`src/rtl/branch_resolve_unit.sv`:
```
// In-order branch resolution queue: holds predicted branches until execute
// resolves them, emits predictor training updates and flushes on mispredict.
module branch_resolve_unit #(
  parameter int DEPTH = 4,
  parameter int CNT_W = 16
) (
  input  logic                     clk,
  input  logic                     rst_n,
  input  logic                     pred_valid,
  input  logic [7:0]               pred_index,
  input  logic                     pred_taken,
  output logic                     pred_ready,
  input  logic                     res_valid,
  input  logic                     res_taken,
  output logic                     res_ready,
  output logic                     upd_valid,
  output logic [7:0]               upd_index,
  output logic                     upd_taken,
  output logic                     mispredict,
  output logic [$clog2(DEPTH):0]   occupancy,
  output logic [CNT_W-1:0]         mispredict_count
);
  localparam int PW = $clog2(DEPTH);
  localparam int CW = PW + 1;
  localparam logic [CW-1:0] FULL = CW'(DEPTH);

  typedef struct packed {
    logic [7:0] idx;
    logic       pred;
  } entry_t;

  entry_t [DEPTH-1:0] mem_q, mem_d;
  logic [PW-1:0]      wptr_q, wptr_d, rptr_q, rptr_d;
  logic [CW-1:0]      cnt_q, cnt_d;
  logic               upd_valid_q, upd_valid_d;
  logic [7:0]         upd_index_q, upd_index_d;
  logic               upd_taken_q, upd_taken_d;
  logic               mis_q, mis_d;
  logic [CNT_W-1:0]   mcnt_q, mcnt_d;

  logic   enq, deq, mis;
  entry_t head;

  assign pred_ready = (cnt_q != FULL);
  assign res_ready  = (cnt_q != '0);
  assign head       = mem_q[rptr_q];
  assign enq        = pred_valid && pred_ready;
  assign deq        = res_valid && res_ready;
  assign mis        = deq && (res_taken != head.pred);

  always_comb begin
    mem_d       = mem_q;
    wptr_d      = wptr_q;
    rptr_d      = rptr_q;
    cnt_d       = cnt_q;
    upd_valid_d = deq;
    upd_index_d = upd_index_q;
    upd_taken_d = upd_taken_q;
    mis_d       = mis;
    mcnt_d      = mcnt_q;

    if (deq) begin
      upd_index_d = head.idx;
      upd_taken_d = res_taken;
      rptr_d      = rptr_q + PW'(1);
    end

    if (mis) begin
      // Flush everything younger and drop any same-edge enqueue.
      rptr_d = wptr_q;
      cnt_d  = '0;
      if (mcnt_q != '1) mcnt_d = mcnt_q + CNT_W'(1);
    end else begin
      if (enq) begin
        mem_d[wptr_q] = entry_t'{idx: pred_index, pred: pred_taken};
        wptr_d        = wptr_q + PW'(1);
      end
      cnt_d = cnt_q + CW'(enq) - CW'(deq);
    end
  end

  always_ff @(posedge clk or negedge rst_n) begin
    if (!rst_n) begin
      mem_q       <= '0;
      wptr_q      <= '0;
      rptr_q      <= '0;
      cnt_q       <= '0;
      upd_valid_q <= 1'b0;
      upd_index_q <= '0;
      upd_taken_q <= 1'b0;
      mis_q       <= 1'b0;
      mcnt_q      <= '0;
    end else begin
      mem_q       <= mem_d;
      wptr_q      <= wptr_d;
      rptr_q      <= rptr_d;
      cnt_q       <= cnt_d;
      upd_valid_q <= upd_valid_d;
      upd_index_q <= upd_index_d;
      upd_taken_q <= upd_taken_d;
      mis_q       <= mis_d;
      mcnt_q      <= mcnt_d;
    end
  end

  assign upd_valid        = upd_valid_q;
  assign upd_index        = upd_index_q;
  assign upd_taken        = upd_taken_q;
  assign mispredict       = mis_q;
  assign occupancy        = cnt_q;
  assign mispredict_count = mcnt_q;
endmodule

```
`config.mk`:
```
export PLATFORM = sky130hd
export DESIGN_NAME = branch_resolve_unit
export DESIGN_NICKNAME = d
export VERILOG_FILES = /design/src/rtl/branch_resolve_unit.sv
export SDC_FILE = /design/constraint.sdc
export NUM_CORES = 1
export LEC_CHECK = 0
export CELL_PAD_IN_SITES_DETAIL_PLACEMENT = 0
export CELL_PAD_IN_SITES_GLOBAL_PLACEMENT = 1
export CORE_MARGIN = 3
export CORE_UTILIZATION = 45
export DETAILED_ROUTE_END_ITERATION = 12
export PLACE_DENSITY = 0.88
export SETUP_SLACK_MARGIN = 0.2
export SKIP_LAST_GASP = 1
export SLEW_MARGIN = 10
export SYNTH_ARGS = -nofsm -noshare
export SYNTH_HDL_FRONTEND = slang
export SYNTH_SLANG_ARGS = --single-unit
```
`constraint.sdc`:
```
create_clock -name clk -period 3.7 [get_ports clk]
set_clock_uncertainty 0.1 [all_clocks]
set_input_delay 1.11 -clock clk [delete_from_list [all_inputs] [get_ports clk]]
set_output_delay 1.11 -clock clk [all_outputs]
set_load 0.03 [all_outputs]
```
==> flow_metrics.py <==
metrics = {
    "cts": {
        "cts-buffers-inserted": 9,
        "tritoncts": "built",
        "htree_levels": 3,
        "cts_resized": 0,
        "clock-sinks": 70,
        "clk_path_buf_depth": 2,
        "insertion_delay_ns": 0.34,
        "clock-root-buffer": "clkbuf_8",
        "post_cts_buffers": 0,
        "path_clk_slew_ns": 0.08,
        "cts_hold_buffers": 0,
    },
    "yosys": {
        "synth-async-reset-ratio": 1.00,
        "yosys.area_share.xor_xnor": 0.0574,
        "yosysSeqAreaShare": 0.519,
        "yosys.area.top_type": "dfrtp_1",
        "synth_fp_nets": 267,
        "synth-main-ff-cell": "dfrtp_1",
        "synth_compound_area_frac": 0.0196,
        "ys_ff_latch": 70,
        "ys_types": 34,
        "synth_top_family_by_area": "multiplexers",
        "synth.area.top_cells": "dfrtp_1, mux2_4, mux4_2",
        "ys_top_cells_by_count": "dfrtp_1, nand2_1, mux2_4",
        "synthMuxAreaShare": 0.224,
        "yosysMostFrequentCell": "dfrtp_1",
        "postSynthCellCount": 245,
        "synth-simple-area-share": 0.118,
        "synth_area_mm2": 0.00338,
        "synth_top_area_frac": 0.519,
        "yosys_warnings": 0,
        "synth-edff-count": 0,
        "syn_avg_cell_area_um2": 13.8,
        "synthAdderAreaFrac": 0.0319,
    },
    "placement": {
        "place_ws_ns": 0.521,
        "numPortBuffers": 45,
        "place_hpwl_um": 4480,
        "place_congestion": 0.742,
    },
    "sta": {
        "hold_viol_final": 0,
        "grt_setup_unrepaired": "false",
        "finalCritPeriodShare": 0.806,
        "post-route-min-period_ns": 2.98,
        "finalSetupViolations": 0,
        "worst_pin_slew_ns": 0.846,
        "fin_setup_tns_ns": 0,
        "slew_headroom": 0.434,
        "slew_viol_final": 0,
        "layout_setup_ws_ns": 0.717,
        "clock.fmax_ghz": 0.335,
    },
    "grt": {
        "grt_max_degree": 40,
        "track_usage": 0.168,
        "overflow": 0,
        "grt_antenna_before_repair": 0,
        "grt_pass1_vias": 2209,
        "grt_pass1_wl_um": 11100,
    },
    "worst_setup_path": {
        "arrival_ns": 1.77,
        "slowest_delay_ns": 0.61,
        "critPathMaxFanout": 5,
        "cp-end-kind": "output pin",
        "startpoint_type": "flop",
        "worstPathCellList": "or3_1 -> clkdlybuf4s50_1",
        "worstPathBufferInverterCount": 1,
        "cp.required_ns": 2.49,
        "path_class": "flop to output pin",
        "critPathTopFamily": "buffers and inverters",
        "cpMaxStageDelayCell": "clkdlybuf4s50_1",
    },
    "pwr": {
        "p_sw_mw": 1.29,
        "power.switching_fraction": 0.345,
        "p_int_mw": 2.44,
        "pwr-share-seq": 0.357,
        "p_leak_nw": 1.90,
        "ir_worst_vdd_uv": 271,
        "p_clk_frac": 0.202,
        "p_per_area_mw_per_mm2": 891,
        "pwr-share-comb": 0.441,
    },
    "final_layout": {
        "areaGrowthSynthToFinish_pct": 24.0,
        "nets": 321,
        "fill_cells": 568,
        "antennaDiodeCount": 0,
        "drive_gt1_frac": 0.260,
    },
    "floorplan": {
        "num_rows": 30,
        "die_width_um": 92.6,
        "coreArea_mm2": 0.00702,
        "start_util": 0.481,
        "die-area_mm2": 0.00858,
        "ioPinCount": 46,
        "die_h_um": 92.6,
    },
    "detailed_routing": {
        "wl_per_cell_um": 16.4,
        "viasPerCell": 5.10,
        "detail-route-antenna-nets": 0,
        "vias": 2038,
        "first_pass_iters": 4,
        "wirelength_um": 6550,
        "drt_iter0_drc": 75,
        "route.detailed.drc": 0,
    },
    "run": {
        "maxCapViolCount": 0,
    },
    "outcome": {
        "status": "complete, no violations",
    },
    "hold_path": {
        "hold_class": "flop to flop",
    },
}
-- through the flow --
stage | utilization | std cells | hold WS [ns] | power (mW) | area (µm²)
6_report | 0.597 | 400 | 0.375 | 3.73 | 4190
5_1_grt | 0.597 | 400 | 0.398 | 3.97 | 4190
4_1_cts | 0.597 | 400 | 0.382 | 3.78 | 4190
3_5_place_dp | 0.561 | 384 | 0.362 | 3.01 | 3940
3_3_place_gp | 0.561 | 384 | 0.358 | 2.95 | 3940
2_1_floorplan | - | 245 | 0.373 | 2.54 | 3380
-- cells by family (layout without fill, tap and decap cells) --
family	Yosys count	in the layout
buffers and inverters	17	76
adder cells (fa/ha/maj)	8	8
XOR/XNOR	20	20
AND/OR/NAND/NOR	78	78
flip-flops	70	70
multiplexers	46	46
AO/OA/AOI/OAI	6	6
-- final timing paths --
path | startpoint | to | slack, ns | cells after the start
worst max-delay path | occupancy[1]$_DFF_PN0_ | res_ready | 0.72 | 2
worst min-delay path | upd_index[0]$_DFFE_PN0P_ | upd_index[0]$_DFFE_PN0P_ | 0.38 | 2
min in group asynchronous | rst_n | mem_q[1]$_DFFE_PN0P_ | 0.73 | 1
worst min register to register | upd_index[0]$_DFFE_PN0P_ | upd_index[0]$_DFFE_PN0P_ | 0.38 | 2
max in group asynchronous | rst_n | mispredict_count[6]$_DFFE_PN0P_ | 2.11 | 2
worst max register to register | mispredict_count[3]$_DFFE_PN0P_ | mispredict_count[1]$_DFFE_PN0P_ | 1.10 | 4
-- sequential cells by signal (all words and copies together), names as in the netlist --
name / flops
mem_q: 36
mispredict_count: 16
upd_index: 8
occupancy: 3
rptr_q: 2
wptr_q: 2
mispredict: 1
upd_taken: 1
upd_valid: 1
-- worst register-to-register path, stage by stage (launching register included) --
cell and delay [ns]:
dfrtp_1 0.45, nand4_1 0.35, or2_1 0.45, o311ai_4 0.74, mux2_1 0.39
-- layout by cell type, fill, tap and decap left out, types with 2 or more instances in the layout --
master	synthesis	layout
clkbuf_8	0	10
nor2_1	9	9
nor4_1	2	2
ha_1	7	7
bufinv_16	0	3
clkdlybuf4s50_1	0	44
dfrtp_1	70	70
inv_1	6	6
and2_1	5	5
nand2_1	37	37
xnor2_1	5	5
nor4_2	2	2
nand3_1	7	7
nand4_1	5	5
buf_4	0	7
mux4_2	8	8
nor3_2	5	5
xor2_1	14	14
mux2_4	36	36
o21ai_1	2	2
-- power by group through the flow --
stage | Clock, mW | Combinational, mW | Sequential, mW
final | 0.753 | 1.65 | 1.33
after global routing | 0.802 | 1.79 | 1.38
after CTS | 0.762 | 1.68 | 1.34
after detailed placement | 0 | 1.67 | 1.34
after global placement | 0 | 1.62 | 1.33
after floorplan | 0 | 1.08 | 1.46
-- layout make-up --
| cell class | count | area, µm² | area share |
|---|---|---|---|
| inverter | 7 | 26.3 | 0.00627 |
| sequential | 70 | 1750 | 0.418 |
| multi-input combinational | 158 | 1530 | 0.364 |
| timing repair buffer | 53 | 518 | 0.124 |
| clock inverter | 5 | 106 | 0.0254 |
| tap | 96 | 120 | 0.0287 |
| clock buffer | 11 | 141 | 0.0338 |
-- metal layers --
| layer | part of all wire | up-vias | global-route usage | wire, µm |
|---|---|---|---|---|
| li1 | - | 953 | - | - |
| met1 | 0.46 | 1033 | 0.227 | 3030 |
| met2 | 0.48 | 41 | 0.262 | 3140 |
| met3 | 0.040 | 11 | 0.0349 | 264 |
| met4 | 0.016 | 0 | 0.0769 | 105 |
| met5 | 0 | - | 0 | 0 |
Note: power is estimated with default switching activity, not from simulation.
